### src/rtl/seq_detect_param_if.sv
// Bus bundle for seq_detect_param: serial data, pattern control and match outputs.
// The pattern_mask signal exists only when SEQ_DETECT_MASK_EN is defined.
interface seq_detect_param_if #(
  parameter int PAT_W = 5,
  parameter int CNT_W = 8
);
  logic             datain;
  logic             valid_in;
  logic             pattern_load;
  logic [PAT_W-1:0] pattern_in;
`ifdef SEQ_DETECT_MASK_EN
  logic [PAT_W-1:0] pattern_mask;
`endif
  logic             overlap_en;
  logic             count_clr;
  logic             match;
  logic [CNT_W-1:0] match_count;

  // Stimulus side: drives data and control, observes results.
  modport master (
`ifdef SEQ_DETECT_MASK_EN
    output pattern_mask,
`endif
    output datain, valid_in, pattern_load, pattern_in, overlap_en, count_clr,
    input  match, match_count
  );

  // Detector side.
  modport slave (
`ifdef SEQ_DETECT_MASK_EN
    input  pattern_mask,
`endif
    input  datain, valid_in, pattern_load, pattern_in, overlap_en, count_clr,
    output match, match_count
  );
endinterface

### src/rtl/seq_detect_param.sv
// Serial pattern detector with loadable PAT_W-bit pattern, selectable
// overlapping / non-overlapping detection and a saturating match counter.
// Optional feature: define SEQ_DETECT_MASK_EN to add a per-bit care mask
// (pattern_mask); a 0 mask bit makes that pattern position don't-care.
module seq_detect_param #(
  parameter int PAT_W = 5,
  parameter int CNT_W = 8
) (
  input  logic              clock,
  input  logic              reset,
  seq_detect_param_if.slave bus
);

  localparam int                FILL_W   = $clog2(PAT_W + 1);
  localparam logic [FILL_W-1:0] FILL_MAX = FILL_W'(PAT_W);
  localparam logic [FILL_W-1:0] FILL_ARM = FILL_W'(PAT_W - 1);
  localparam logic [CNT_W-1:0]  CNT_MAX  = '1;

  logic [PAT_W-1:0]  hist_q,  hist_d;
  logic [FILL_W-1:0] fill_q,  fill_d;
  logic [PAT_W-1:0]  pat_q,   pat_d;
  logic              match_q, match_d;
  logic [CNT_W-1:0]  count_q, count_d;
  logic [PAT_W-1:0]  care;
  logic [PAT_W-1:0]  window;
  logic              hit;

`ifdef SEQ_DETECT_MASK_EN
  logic [PAT_W-1:0]  mask_q, mask_d;

  // Mask register: reloaded together with the pattern.
  always_comb begin
    mask_d = mask_q;
    if (bus.pattern_load) mask_d = bus.pattern_mask;
  end

  // Mask state; comes out of reset comparing every bit.
  always_ff @(posedge clock) begin
    if (reset) mask_q <= '1;
    else       mask_q <= mask_d;
  end

  assign care = mask_q;
`else
  assign care = '1;
`endif

  // Hit detection: the incoming bit completes a full window equal to the
  // pattern on the cared-for positions. A load on the same edge wins.
  always_comb begin
    window = {hist_q[PAT_W-2:0], bus.datain};
    hit    = bus.valid_in && !bus.pattern_load && (fill_q >= FILL_ARM) &&
             (((window ^ pat_q) & care) == '0);
  end

  // Next-state for history, fill level, pattern, match pulse and counter.
  always_comb begin
    // NOTE: every variable gets a default here so no path can infer a latch.
    hist_d  = hist_q;
    fill_d  = fill_q;
    pat_d   = pat_q;
    match_d = hit;
    count_d = count_q;

    if (bus.pattern_load) begin
      pat_d  = bus.pattern_in;
      hist_d = '0;
      fill_d = '0;
    end else if (bus.valid_in) begin
      hist_d = window;
      if (hit && !bus.overlap_en) fill_d = '0;
      else if (fill_q != FILL_MAX) fill_d = fill_q + 1'b1;
    end

    // A clear coinciding with a hit still counts that hit.
    if (bus.count_clr)                count_d = hit ? CNT_W'(1) : '0;
    else if (hit && count_q != CNT_MAX) count_d = count_q + 1'b1;
  end

  // State register with synchronous reset that overrides all other controls.
  always_ff @(posedge clock) begin
    // NOTE: sequential state uses non-blocking assignments so every register
    // samples pre-edge values regardless of statement order.
    if (reset) begin
      hist_q  <= '0;
      fill_q  <= '0;
      pat_q   <= '0;
      match_q <= 1'b0;
      count_q <= '0;
    end else begin
      hist_q  <= hist_d;
      fill_q  <= fill_d;
      pat_q   <= pat_d;
      match_q <= match_d;
      count_q <= count_d;
    end
  end

  assign bus.match       = match_q;
  assign bus.match_count = count_q;

endmodule
### src/flat_wrapper.sv
// flat-port wrapper written by rule: the top's interface ports become plain ports
module seq_detect_param_flat 
#(
  parameter int PAT_W = 5,
  parameter int CNT_W = 8
)
  (clock, reset, bus_datain, bus_valid_in, bus_pattern_load, bus_pattern_in, bus_overlap_en, bus_count_clr, bus_match, bus_match_count);
  seq_detect_param_if #(.PAT_W(PAT_W), .CNT_W(CNT_W)) bus_i ();
  input  logic clock;
  input  logic reset;
  input wire logic [$bits(bus_i.datain)-1:0] bus_datain;
  input wire logic [$bits(bus_i.valid_in)-1:0] bus_valid_in;
  input wire logic [$bits(bus_i.pattern_load)-1:0] bus_pattern_load;
  input wire logic [$bits(bus_i.pattern_in)-1:0] bus_pattern_in;
  input wire logic [$bits(bus_i.overlap_en)-1:0] bus_overlap_en;
  input wire logic [$bits(bus_i.count_clr)-1:0] bus_count_clr;
  output wire logic [$bits(bus_i.match)-1:0] bus_match;
  output wire logic [$bits(bus_i.match_count)-1:0] bus_match_count;
  assign bus_i.datain = bus_datain;
  assign bus_i.valid_in = bus_valid_in;
  assign bus_i.pattern_load = bus_pattern_load;
  assign bus_i.pattern_in = bus_pattern_in;
  assign bus_i.overlap_en = bus_overlap_en;
  assign bus_i.count_clr = bus_count_clr;
  assign bus_match = bus_i.match;
  assign bus_match_count = bus_i.match_count;
  seq_detect_param #(.PAT_W(PAT_W), .CNT_W(CNT_W)) u_core (.clock(clock), .reset(reset), .bus(bus_i));
endmodule
### config.mk
export PLATFORM = sky130hd
export DESIGN_NAME = seq_detect_param_flat
export DESIGN_NICKNAME = d
export VERILOG_FILES = /design/src/rtl/seq_detect_param_if.sv /design/src/rtl/seq_detect_param.sv /design/src/flat_wrapper.sv
export SDC_FILE = /design/constraint.sdc
export NUM_CORES = 1
export LEC_CHECK = 0
export CAP_MARGIN = 30
export CORE_MARGIN = 2
export CORE_UTILIZATION = 50
export DETAILED_ROUTE_END_ITERATION = 12
export PLACE_DENSITY = 0.78
export SLEW_MARGIN = 20
export SYNTH_ARGS = -nofsm -noshare
export SYNTH_HDL_FRONTEND = slang
export SYNTH_SLANG_ARGS = --single-unit
### constraint.sdc
create_clock -name clock -period 2.3 [get_ports clock]
set_clock_uncertainty 0.2 [all_clocks]
set_input_delay 0.46 -clock clock [delete_from_list [all_inputs] [get_ports clock]]
set_output_delay 0.46 -clock clock [all_outputs]
set_load 0.05 [all_outputs]
Word level (Yosys, flattened, before mapping)
Index checks and enable logic that the tools add are counted.
- bitwise gates (word level): 1
- equality and inequality tests: 2
- magnitude comparators: 1
- reductions and logical operators: 12
- muxes and demuxes: 5
- $add $sub $neg: 2
- operators by type and width (cell ; number):
    two-way mux 8 bit ; 2
    adder 8 x 1 -> 8 bit, second input constant ; 1
    != test 8 bit, second input constant ; 1
    two-way mux 3 bit ; 2
    logical AND 1 bit ; 5
    logical NOT 5 bit ; 1
    bitwise XOR 5 bit ; 1
    nonzero test 2 bit ; 2
    adder 3 x 1 -> 3 bit, second input constant ; 1
    greater-or-equal comparator 3 bit, second input constant ; 1
    != test 3 bit, second input constant ; 1
    logical NOT 1 bit ; 2
    AND reduction 2 bit ; 1
    OR reduction 2 bit ; 1
    two-way mux 1 bit ; 1
- input bits: 12
- register bits: 21

Longest topological paths before layout
- depth after elaboration: 7
- depth in mapped cells: 6
- mapped depth without buffers: 6

Worst setup path before layout
No wires, ideal clock.
- path type: flip-flop to flip-flop
- from: register u_core.count_q[3], in the netlist u_core.bus.match_count[3]
- to: register u_core.count_q[0], in the netlist u_core.bus.match_count[0]
- library setup time: 87 ps
- slack: 182 ps
- cell stages (with the launch flop): 7
- period minus slack after synthesis: 2118 ps
- arrival: 1831 ps
- required time: 2013 ps
- path buffers: 1
- cell sequence: dfxtp_1 -> and4_1 -> buf_2 -> nand4_1 -> nand3_1 -> or4b_1 -> o31ai_1
- cells in the longest elaborated chain, start to end: 3
- ends and longest elaborated chain (item ; line ; source):
    from (decl) ; seq_detect_param.sv:23 ; logic [CNT_W-1:0] count_q, count_d;
    from (signal assigned) ; seq_detect_param.sv:95 ; count_q <= count_d;
    != test 8 bit ; seq_detect_param.sv:77 ; else if (hit && count_q != CNT_MAX) count_d = count_q + 1'b1;
    logical AND 1 bit ; seq_detect_param.sv:77 ;
    nonzero test 2 bit (no line) ; - ;
No other way between the ends.
A chain may end at the register's enable or synchronous reset.

Final worst setup path
- from: register u_core.count_q[3], in the netlist u_core.bus.match_count[3]
- to: output bus_match_count[3]
- RTL lines (item ; line ; source):
    to (decl) ; flat_wrapper.sv:18 ; output wire logic [$bits(bus_i.match_count)-1:0] bus_match_count;
No word-level cell between the ends.

==> results.md <==
* Final GP Congestion at 0.786
* # setup viols final at 0
* Hold_buf cts at 0
* Finished Core Util at 67.4%
* F_max at 0.445 GHz
* Largest net degree at the start of global routing at 12
* Max-cap violations at 0
* Num ports at 21
* Switching part of the total at 23.5%
* Post-Layout Cell Count at 168
* FILL cells at 163
* Worst path max stage delay at 840 ps
* Gate power share at 11.4%
* Vias per std cell at 5.19
* Relative slew slack at 66.5%
* Post-synthesis instance total at 117
* Die H at 50.4 um
* Syn_area_per_cell at 9.22 um2
* Initial antenna violation count at 0
* Mapped Area at 1080 um2
* Status: finished clean
* Final wirelength at 2060 um
* Synth unique cells at 36
* Crit end category: output port
* CTS Buffer Depth at 2
* Net Sw Power at 0.147 mW
* Drt wl/cell at 12.3 um
* Post-cts resize count at 0
* WS Path Type: reg2out
* Worst path arrival time at 1590 ps
* Global-route wire length before repair at 3640 um
* Post-CTS setup buffer count at 0
* Crit Path Max Fanout at 6
* Initial core utilization at 53.9%
* Clock sink count at 21
* Port Buffer Count at 20
* Pre-Repair DR Iteration Count at 4
* Most frequent cells in the layout: 21 x dfxtp_1, 19 x clkdlybuf4s50_1, 17 x nor2_1, 10 x mux2i_1, 8 x xor2_1
* ANT nets after route at 0
* Crit path time final at 2250 ps
* Antenna cells at 0
* Final worst setup slack at 54.5 ps
* Initial DRC count at 14
* RSZ-0062 raised after global routing: no
* Nets at 157
* Yosys Warn Count at 0
* Family with the most delay on the worst path: buffers and inverters
* Total GRT Usage at 18.4%
* Pre-CTS setup slack at -17.3 ps
* Worst-skew pair later-pin latency at 300 ps
* Clk root buf: clkbuf_4
* Max rail drop VDD at 0.430 mV
* Worst path cell trace: clkdlybuf4s50_1
* Core Region at 2000 um2
* LEAKAGE at 0.548 nW
* Dpl hpwl at 1600 um
* Setup crit start kind: flip-flop
* Tightest Pin Transition at 501 ps
* P&R area growth vs syn at 25.2%
* Tcrit/Tclk final at 97.6%
* Final hold slack at 321 ps
* CP bufs+invs at 1
* Commonest non-fill, non-tap cell in the layout: dfxtp_1
* Gr ovfl total at 0
* Register area share after synthesis at 39.0%
* Synthesized flop and latch total at 21
* Inserted Clock Buffers at 3
* PD cells at 464 nW/um2
* CTS tree: yes
* Die W at 50.4 um
* Rows at 16
* Flop pwr share at 60.1%
* Number of global-route vias before repair at 846
* Die ar. at 2540 um2
* Final-report hold violation count at 0
* Via Count at 872
* Slowest stage cell, crit path: clkdlybuf4s50_1
* Fraction of layout instances using a drive strength above 1 at 13.5%
* Worst Hold Class: reg2reg
* DRC Markers at 0
* H-tree levels at 1
* Slew Limit Fails at 0
* Internal power at 0.479 mW
* Critical Path RT at 1640 ps
* Clock power share at 28.5%
* Setup TNS at 0 ps
* Syn nets at 132
* Placed insts at 164
* CTS clk-pin slew, worst paths at 110 ps
## worst paths after layout
check / startpoint / to / slack (ps) / depth (start not counted)
worst max-delay path: u_core.bus.match_count[3] / bus_match_count[3] / 50 / 1
worst min-delay path: u_core.fill_q[1] / u_core.fill_q[1] / 320 / 2
worst max register to register: u_core.bus.match_count[3] / u_core.bus.match_count[0] / 420 / 5
worst min register to register: u_core.fill_q[1] / u_core.fill_q[1] / 320 / 2
## cells in the mapped netlist (all sizes together)
master  count  area [um2]
nor3        1        5.00
nor3b       1        7.51
and4        1        8.76
o31ai       1        7.51
a21oi       6        30.0
nor4        2        27.5
a211oi      2        20.0
a21o        2        15.0
dfxtp      21         420
ha          3        37.5
or4b        1        10.0
nor2       17        63.8
nor4b       1        15.0
nand4       3        18.8
nand2       5        21.3
xor2        8        70.1
inv         4        15.0
o21ai       1        5.00
nand3b      4        42.5
and3        1        6.26
or2         2        12.5
a31oi       3        18.8
a41o        1        11.3
buf         3        20.0
clkbuf      3        11.3
mux2i      10         100
and2        1        7.51
or4         1        7.51
nand2b      2        12.5
nand3       6        30.0
## power groups by stage
stage | clock network [mW] | registers [mW] | logic [mW]
after global routing | 0.201 | 0.378 | 0.0785
after detailed placement | 0 | 0.385 | 0.0712
after CTS | 0.184 | 0.377 | 0.0716
final | 0.179 | 0.376 | 0.0711
after floorplan | 0 | 0.383 | 0.0418
after global placement | 0 | 0.384 | 0.0701
## logic make-up (layout without fill, tap and decap cells)
kind of cell    count (synthesis)  in the layout  share of synthesized area (%)
flops                          21             21                           39.0
fa+ha+maj                       3              3                           3.48
xor+xnor                        8              8                           6.50
buf+inv                        10             34                           4.29
simple gates                   49             49                           27.5
mux                            10             10                           9.28
compound gates                 16             16                           9.98
## through the flow
step	total power, mW	cell area, um2
after floorplan	0.425	1080
after global placement	0.454	1320
after detailed placement	0.456	1320
after CTS	0.632	1350
after global routing	0.657	1350
final	0.626	1350
## sequential cells by signal, summed over array words and instances (netlist names)
name	flops
u_core.hist_q	4
u_core.bus.match_count	8
u_core.pat_q	5
u_core.bus.match	1
u_core.fill_q	3
## layout make-up
cell class | count | area (um2) | area share (%)
Multi-Input combinational cell | 86 | 612 | 45.3
Sequential cell | 21 | 420 | 31.1
Timing Repair Buffer | 26 | 243 | 18.0
Tap cell | 27 | 33.8 | 2.50
Clock buffer | 4 | 26.3 | 1.95
Inverter | 4 | 15.0 | 1.11
## metal layers
metal  GRT usage [%]  part of all wire, %  vias to the layer above
li1                -                    -                      463
met1            23.5                   49                      390
met2            30.9                   46                       15
met3            4.17                  3.6                        4
met5               0                    0                        -
met4            5.86                  1.3                        0
Power figures use the tool's default switching activity.
